===== src/rtl/uart_rx_framed.sv =====
// rtl/uart_rx_framed.sv - oversampled, majority-voted UART receiver with framing, parity and a one-word holding register
module uart_rx_framed #(
    parameter int CLOCK_FREQ = 50_000_000,
    parameter int BAUD_RATE  = 115200,
    parameter int WORD_SIZE  = 8,
    parameter int OVERSAMPLE = 16,
    parameter int PARITY     = 0,
    parameter int STOP_BITS  = 1
) (
    input  logic                 clk,
    input  logic                 rst,
    input  logic                 rx,
    input  logic                 data_ready,
    output logic [WORD_SIZE-1:0] data,
    output logic                 data_valid,
    output logic                 parity_err,
    output logic                 frame_err,
    output logic                 overrun,
    output logic                 busy
);

    localparam int DIV_RAW = CLOCK_FREQ / (BAUD_RATE * OVERSAMPLE);
    localparam int DIV     = (DIV_RAW < 1) ? 1 : DIV_RAW;
    localparam int DIV_W   = (DIV > 1) ? $clog2(DIV) : 1;
    localparam int IDX_W   = $clog2(OVERSAMPLE);
    localparam int BIT_W   = (WORD_SIZE > 1) ? $clog2(WORD_SIZE) : 1;

    localparam logic [DIV_W-1:0] DIV_LAST = DIV_W'(DIV - 1);
    localparam logic [IDX_W-1:0] IDX_S0   = IDX_W'(OVERSAMPLE / 2 - 1);
    localparam logic [IDX_W-1:0] IDX_S1   = IDX_W'(OVERSAMPLE / 2);
    localparam logic [IDX_W-1:0] IDX_VOTE = IDX_W'(OVERSAMPLE / 2 + 1);
    localparam logic [IDX_W-1:0] IDX_LAST = IDX_W'(OVERSAMPLE - 1);
    localparam logic [BIT_W-1:0] BIT_LAST = BIT_W'(WORD_SIZE - 1);
    localparam logic             STOP_LAST = (STOP_BITS == 2);

    typedef enum logic [2:0] {
        S_IDLE,
        S_START,
        S_DATA,
        S_PARITY,
        S_STOP
    } state_t;

    state_t state, state_next;

    logic                 rx_meta, rx_sync, rx_prev;
    logic [DIV_W-1:0]     div_cnt;
    logic [IDX_W-1:0]     sample_idx;
    logic                 s0, s1;
    logic [WORD_SIZE-1:0] shreg;
    logic [BIT_W-1:0]     bit_cnt;
    logic                 stop_cnt;
    logic                 parity_err_n, frame_err_n;
    logic                 start_edge, tick, vote_tick, end_tick, vote, par_exp, done;

    assign start_edge = (state == S_IDLE) && rx_prev && !rx_sync;
    assign tick       = (div_cnt == DIV_LAST);
    assign vote_tick  = tick && (sample_idx == IDX_VOTE);
    assign end_tick   = tick && (sample_idx == IDX_LAST);
    assign vote       = (s0 & s1) | (s0 & rx_sync) | (s1 & rx_sync);
    assign par_exp    = (PARITY == 2) ? ~(^shreg) : (^shreg);
    assign busy       = (state != S_IDLE);

    // Two-flop synchroniser plus a delayed copy for falling-edge detection
    always_ff @(posedge clk or negedge rst) begin
        if (!rst) begin
            rx_meta <= 1'b1;
            rx_sync <= 1'b1;
            rx_prev <= 1'b1;
        end else begin
            rx_meta <= rx;
            rx_sync <= rx_meta;
            rx_prev <= rx_sync;
        end
    end

    // Tick divider and per-bit sample index; both realign to the start edge, early samples captured for the vote
    always_ff @(posedge clk or negedge rst) begin
        if (!rst) begin
            div_cnt    <= '0;
            sample_idx <= '0;
            s0         <= 1'b1;
            s1         <= 1'b1;
        end else begin
            if (start_edge) begin
                div_cnt    <= '0;
                sample_idx <= '0;
            end else if (tick) begin
                div_cnt    <= '0;
                sample_idx <= (sample_idx == IDX_LAST) ? '0 : sample_idx + 1'b1;
            end else begin
                div_cnt <= div_cnt + 1'b1;
            end
            if (tick && sample_idx == IDX_S0) s0 <= rx_sync;
            if (tick && sample_idx == IDX_S1) s1 <= rx_sync;
        end
    end

    // FSM state register
    always_ff @(posedge clk or negedge rst) begin
        if (!rst) state <= S_IDLE;
        else      state <= state_next;
    end

    // Next-state logic; the last stop vote returns to IDLE at once so a back-to-back start edge is seen
    always_comb begin
        state_next = state;
        done       = 1'b0;
        case (state)
            S_IDLE:   if (start_edge) state_next = S_START;
            S_START: begin
                if (vote_tick && vote) state_next = S_IDLE;
                else if (end_tick)     state_next = S_DATA;
            end
            S_DATA: begin
                if (end_tick && bit_cnt == BIT_LAST)
                    state_next = (PARITY != 0) ? S_PARITY : S_STOP;
            end
            S_PARITY: if (end_tick) state_next = S_STOP;
            S_STOP: begin
                if (vote_tick && stop_cnt == STOP_LAST) begin
                    state_next = S_IDLE;
                    done       = 1'b1;
                end
            end
            default:  state_next = S_IDLE;
        endcase
    end

    // Frame datapath: LSB-first shift register, bit/stop counters and in-flight error flags
    always_ff @(posedge clk or negedge rst) begin
        if (!rst) begin
            shreg        <= '0;
            bit_cnt      <= '0;
            stop_cnt     <= 1'b0;
            parity_err_n <= 1'b0;
            frame_err_n  <= 1'b0;
        end else if (start_edge) begin
            bit_cnt      <= '0;
            stop_cnt     <= 1'b0;
            parity_err_n <= 1'b0;
            frame_err_n  <= 1'b0;
        end else begin
            if (state == S_DATA && vote_tick)            shreg <= {vote, shreg[WORD_SIZE-1:1]};
            if (state == S_DATA && end_tick)             bit_cnt <= bit_cnt + 1'b1;
            if (state == S_PARITY && vote_tick)          parity_err_n <= (vote != par_exp);
            if (state == S_STOP && vote_tick && !vote)   frame_err_n <= 1'b1;
            if (state == S_STOP && end_tick)             stop_cnt <= stop_cnt + 1'b1;
        end
    end

    // Holding register: load on completion when free or being accepted this cycle, else flag overrun
    always_ff @(posedge clk or negedge rst) begin
        if (!rst) begin
            data       <= '0;
            data_valid <= 1'b0;
            parity_err <= 1'b0;
            frame_err  <= 1'b0;
            overrun    <= 1'b0;
        end else begin
            overrun <= 1'b0;
            if (done) begin
                if (!data_valid || data_ready) begin
                    data       <= shreg;
                    parity_err <= parity_err_n;
                    frame_err  <= frame_err_n | ~vote;
                    data_valid <= 1'b1;
                end else begin
                    overrun <= 1'b1;
                end
            end else if (data_valid && data_ready) begin
                data_valid <= 1'b0;
            end
        end
    end

endmodule


===== config.mk =====
export PLATFORM = sky130hd
export DESIGN_NAME = uart_rx_framed
export DESIGN_NICKNAME = d
export VERILOG_FILES = /design/src/rtl/uart_rx_framed.sv
export SDC_FILE = /design/constraint.sdc
export NUM_CORES = 1
export LEC_CHECK = 0
export CORE_ASPECT_RATIO = 1.75
export CORE_MARGIN = 1.5
export CORE_UTILIZATION = 57
export DETAILED_ROUTE_END_ITERATION = 10
export PLACE_DENSITY = 0.76
export SLEW_MARGIN = 20
export SYNTH_ARGS = -nofsm -noshare
export SYNTH_HDL_FRONTEND = slang
export SYNTH_SLANG_ARGS = --single-unit

===== constraint.sdc =====
create_clock -name clk -period 3.45 [get_ports clk]
set_input_delay 1.035 -clock clk [delete_from_list [all_inputs] [get_ports clk]]
set_output_delay 1.035 -clock clk [all_outputs]
set_load 0.1 [all_outputs]

==> results of run 1 <==
==> metal layers <==
layer,up-vias,share of wire,global-route usage
li1,602,-,-
met4,0,0.015,0.0833
met3,6,0.021,0.0489
met5,-,0,0
met1,638,0.37,0.224
met2,17,0.59,0.391
==> layout make-up <==
| class | instances | area [um2] | area share |
|---|---|---|---|
| Tap cell | 45 | 56.3 | 0.0250 |
| Clock buffer | 6 | 82.6 | 0.0367 |
| Multi-Input combinational cell | 115 | 852 | 0.379 |
| Inverter | 5 | 18.8 | 0.00834 |
| Timing Repair Buffer | 16 | 123 | 0.0545 |
| Sequential cell | 43 | 1080 | 0.481 |
| Clock inverter | 2 | 35.0 | 0.0156 |
==> through the flow <==
stage                     utilization  setup WS (ns)  std cells  instance area (um2)
after floorplan                     -           1.23        165                 1970
after global placement          0.641          0.853        224                 2130
after detailed placement        0.641          0.806        224                 2130
after CTS                       0.676          0.985        232                 2250
after global routing            0.676          0.941        232                 2250
final                           0.676          0.983        232                 2250
==> power breakdown <==
part / switching (mW) / internal [mW] / total (mW)
logic: 0.0928 / 0.0645 / 0.157
registers: 0.0526 / 0.546 / 0.599
clock network: 0.172 / 0.234 / 0.406
==> worst max-delay path by stage <==
stage                                     from                      to  slack, ns
final                     state[1]$_DFFE_PN0P_                    busy       0.98
after global routing      state[0]$_DFFE_PN0P_                    busy       0.94
after CTS                 state[1]$_DFFE_PN0P_                    busy       0.98
after detailed placement            data_ready  parity_err$_DFFE_PN0P_       0.81
after global placement              data_ready     data[2]$_DFFE_PN0P_       0.85
after floorplan           state[0]$_DFFE_PN0P_                    busy       1.23
==> sequential cells by signal (all words and copies together), names as in the netlist <==
register      cells
overrun           1
data              8
s0                1
parity_err        1
stop_cnt          1
frame_err_n       1
bit_cnt           3
div_cnt           5
state             3
s1                1
sample_idx        4
shreg             8
parity_err_n      1
rx_sync           1
rx_meta           1
data_valid        1
frame_err         1
rx_prev           1
==> kinds of logic after synthesis <==
logic type                 count (synthesis)  synth area share
DFF                                       43             0.550
adders and majority gates                  7            0.0445
and+or+nand+nor                           58             0.163
buffers and inverters                      7            0.0172
muxes                                     21             0.118
xor gates and xnor gates                  11            0.0559
AOI/OAI and AO/OA                         18            0.0515
==> cell usage in the layout, fill, tap and decap left out, types with 5 or more instances in the layout <==
cell,instances
a21oi_1,7
buf_4,13
clkbuf_8,6
dfrtp_1,38
dfstp_2,5
ha_1,7
inv_1,5
mux2_2,18
nand2_1,19
nand3_1,5
nor2_1,15
o21ai_0,7
xnor2_1,7
==> impl_metrics.json, run 1 <==
{
  "layout-drive-gt1-share": 0.278,
  "slowest_stage": "dfrtp_1",
  "status": "finished clean",
  "finalCritPeriodShare": 0.715,
  "postCtsSetupRepairBufs": 0,
  "postRouteAntennaNets": 0,
  "cp_top_family": "flip-flops",
  "postRouteWirelength_um": 3540,
  "synth_top_area_frac": 0.483,
  "cts_tree": "done",
  "yosysTopAreaCell": "dfrtp_1",
  "synth_cell_types": 34,
  "drt_iter0_markers": 15,
  "seq_area_frac_synth": 0.550,
  "end_kind": "primary output",
  "worstPathMaxFanout": 7,
  "finalHoldViolCount": 0,
  "holdWs_ns": 0.361,
  "track_usage": 0.215,
  "max_stage_delay_ns": 0.45,
  "rows": 28,
  "initial_core_util": 0.591,
  "avgRoutedWirePerCell_um": 15.3,
  "synthArstFlopShare": 1.00,
  "route.detailed.drc": 0,
  "yosysWarnings": 0,
  "tightest_slew_ns": 0.934,
  "viasPerCell": 5.44,
  "fin_nets": 197,
  "dieArea_um2": 3830,
  "critPathBufInv": 1,
  "first_global_vias": 1306,
  "synth_seq_cells": 43,
  "cp_cell_sequence": "or3_1 -> buf_4",
  "fmax_mhz": 405,
  "dieWidth_um": 47.4,
  "coreArea_um2": 3330,
  "cts_buffer_depth": 2,
  "hold_class": "reg -> reg",
  "worstHoldPathCells": 0,
  "leakage_nw": 1.08,
  "place_congestion": 0.809,
  "clock-sinks": 43,
  "synthCells": 165,
  "synth_fp_nets": 176,
  "yosysMostFrequentCell": "dfrtp_1",
  "synth_common_cells": "dfrtp_1 (38), nand2_1 (19), mux2_2 (18)",
  "setup_violations": 0,
  "cts_hold_buf": 0,
  "finalCriticalPeriod_ns": 2.47,
  "max-vdd-ir-drop_mv": 0.461,
  "min_from": "rx_meta$_DFF_PN1_",
  "diodes": 0,
  "min_to": "rx_sync$_DFF_PN1_",
  "ys.flop_type": "dfrtp_1",
  "antenna_found_initial": 0,
  "fin_skew_ns": 0.0116,
  "syn_area_um2": 1970,
  "drv_slew": 0,
  "synthTopCellsByArea": "dfrtp_1 (48%), mux2_2 (10%), dfstp_2 (6.7%), ha_1 (4.5%), nand2_1 (3.6%)",
  "clk_pin_slew_ns": 0.09,
  "grt_max_degree": 44,
  "ctsResizeCount": 0,
  "r2r_cells": 7,
  "finalPower_mw": 1.16,
  "power_density_nw_per_um2": 517,
  "area_growth_pct": 14.3,
  "cts_buffers": 5,
  "timing.slew.headroom": 0.377,
  "io_pins": 17,
  "htreeDepth": 2,
  "r2r-start": "div_cnt[0]$_DFF_PN0_",
  "required_ns": 2.41,
  "grt_overflow": 0,
  "crit_type": "reg -> out",
  "fp.dieH_um": 80.7,
  "fill_cells": 259,
  "cap_violations": 0,
  "start_kind": "flip-flop",
  "portBuffers": 16,
  "avgSynthCellArea_um2": 11.9,
  "path_depth": 2,
  "reg2reg_slack_ns": 1.13,
  "cts_root_buf": "clkbuf_8",
  "grt_pass1_wl_um": 5820,
  "dp_hpwl_um": 2670,
  "firstDrtPassIters": 4,
  "synth_edf_count": 0,
  "tns_ns": 0,
  "rsz0062_at_grt": "false",
  "clock_latency_ns": 0.29,
  "num_vias": 1263,
  "arrival_ns": 1.43,
  "rr_endpoint": "data[5]$_DFFE_PN0P_"
}
(Power assumes the default switching activity.)
==> run 2: changes to the inputs <==
Settings changed: CORE_UTILIZATION 57 to 51, PLACE_DENSITY 0.76 to 0.72.
Clock period 3.45 ns to 2.09 ns, I/O delays scaled along.
==> run 2 against run 1 <==
Compared with the run above:
- critical path type unchanged
- largest power group unchanged
- sequential cell count unchanged
- critical path depth unchanged
- first-iteration DRC count up 6.7%
- setup slack worse by 0.94 ns
- core utilization up 0.31 points
- worst hold slack worse by 0.059 ns
==> impl_metrics.json, run 2 (synthesized netlist as in run 1, its figures left out) <==
{
  "drv_slew": 0,
  "initial_core_util": 0.537,
  "htreeDepth": 2,
  "antenna_found_initial": 0,
  "clk_pin_slew_ns": 0.08,
  "setup_violations": 0,
  "postRouteWirelength_um": 3760,
  "crit_type": "reg -> out",
  "diodes": 0,
  "reg_top3": "data x8, shreg x8, div_cnt x5",
  "dp.cells": 232,
  "clock-sinks": 43,
  "layout-drive-gt1-share": 0.327,
  "first_global_vias": 1417,
  "grt_pass1_wl_um": 6530,
  "grt_overflow": 0,
  "end_kind": "primary output",
  "num_vias": 1299,
  "start_kind": "flip-flop",
  "tns_ns": 0,
  "portBuffers": 16,
  "fmax_mhz": 490,
  "fin_nets": 206,
  "rows": 29,
  "dieArea_um2": 4260,
  "io_pins": 17,
  "rsz0062_at_grt": "true",
  "area_growth_pct": 26.4,
  "fill_cells": 287,
  "coreArea_um2": 3660,
  "arrival_ns": 1.42,
  "fin_skew_ns": 0.0121,
  "dieWidth_um": 50.0,
  "worstPathMaxFanout": 8,
  "route.detailed.drc": 0,
  "cts_buffer_depth": 2,
  "cts_root_buf": "clkbuf_8",
  "place_congestion": 0.814,
  "finalCriticalPeriod_ns": 2.04,
  "stdcell_count": 242,
  "layout.cells.most_common": "dfrtp_1",
  "fin_ws_ns": 0.0479,
  "cts_hold_buf": 0,
  "power_density_nw_per_um2": 735,
  "finalHoldViolCount": 0,
  "fp.dieH_um": 85.2,
  "r2r_cells": 8,
  "clock_latency_ns": 0.30,
  "track_usage": 0.205,
  "postRouteAntennaNets": 0,
  "required_ns": 1.46,
  "timing.slew.headroom": 0.639,
  "cap_violations": 0,
  "firstDrtPassIters": 4,
  "avgRoutedWirePerCell_um": 15.5,
  "final_cell_mix": "dfrtp_1 (38), nand2_1 (19), mux2_2 (18)",
  "grt_max_degree": 26,
  "cts_tree": "done",
  "pre_cts_ws_ns": 0.0471,
  "drt_iter0_markers": 16,
  "viasPerCell": 5.37,
  "leakage_nw": 1.18,
  "status": "finished clean",
  "hold_class": "in -> async",
  "cts_buffers": 5,
  "tightest_slew_ns": 0.542,
  "finalCritPeriodShare": 0.977,
  "max-vdd-ir-drop_mv": 0.548,
  "dp_hpwl_um": 2940
}
## run 2: cell count changes in the layout (fill, tap and decap cells not counted), sizes merged
cell and delta:
bufinv -1, buf +9, clkbuf +1
## run 2: final cells by class
class                   count  area (um2)  area share
multi-input cells         115         873       0.351
clock buffers               7        86.3      0.0347
repair buffers             25         365       0.147
well taps                  46        57.6      0.0231
inverters                   5        18.8     0.00754
flip-flops and latches     43        1080       0.435
clock inverters             1        5.00     0.00201
## run 2: where the power goes
group          total (mW)  switching [mW]  internal, mW
Sequential          0.985          0.0836         0.901
Clock               0.535           0.268         0.266
Combinational       0.309           0.169         0.140
## run 2: worst paths after layout
| path | from | to | slack (ns) |
|---|---|---|---|
| max in group asynchronous | rst | overrun$_DFF_PN0_ | 1.23 |
| worst min-delay path | rst | sample_idx[3]$_DFFE_PN0P_ | 0.30 |
| worst max register to register | sample_idx[1]$_DFFE_PN0P_ | data[0]$_DFFE_PN0P_ | 0.10 |
| worst min register to register | rx_meta$_DFF_PN1_ | rx_sync$_DFF_PN1_ | 0.36 |
| min in group clk | rx_meta$_DFF_PN1_ | rx_sync$_DFF_PN1_ | 0.36 |
| worst max-delay path | state[0]$_DFFE_PN0P_ | busy | 0.05 |
## run 2: metal layers
metal / share of wire / global-route usage / vias to the layer above / wire [um]
met2: 0.60 / 0.398 / 19 / 2270
met5: 0 / 0 / - / 0
met3: 0.031 / 0.0493 / 6 / 115
li1: - / - / 622 / -
met4: 0.016 / 0.0732 / 0 / 61
met1: 0.35 / 0.201 / 652 / 1320
## run 2: metrics by stage
stage          hold slack, ns   util  instance area (um2)  power (mW)
6_report                0.302  0.679                 2490        1.83
5_1_grt                 0.342  0.679                 2490        1.93
4_1_cts                 0.312  0.669                 2450        1.83
3_5_place_dp            0.355  0.644                 2360        1.30
3_3_place_gp            0.346  0.644                 2360        1.27
2_1_floorplan           0.331      -                 1970        1.18
## run 2: worst max-delay path, cell delays in order, from the launching register on
cell and delay [ns]:
dfrtp_1 0.49, or3_4 0.44, buf_12 0.18
## run 2: what timing repair did
action / CTS / global route
resized for setup: 0 / 6
endpoints found under the setup margin: 0 / 12
buffers inserted: 0 / 2
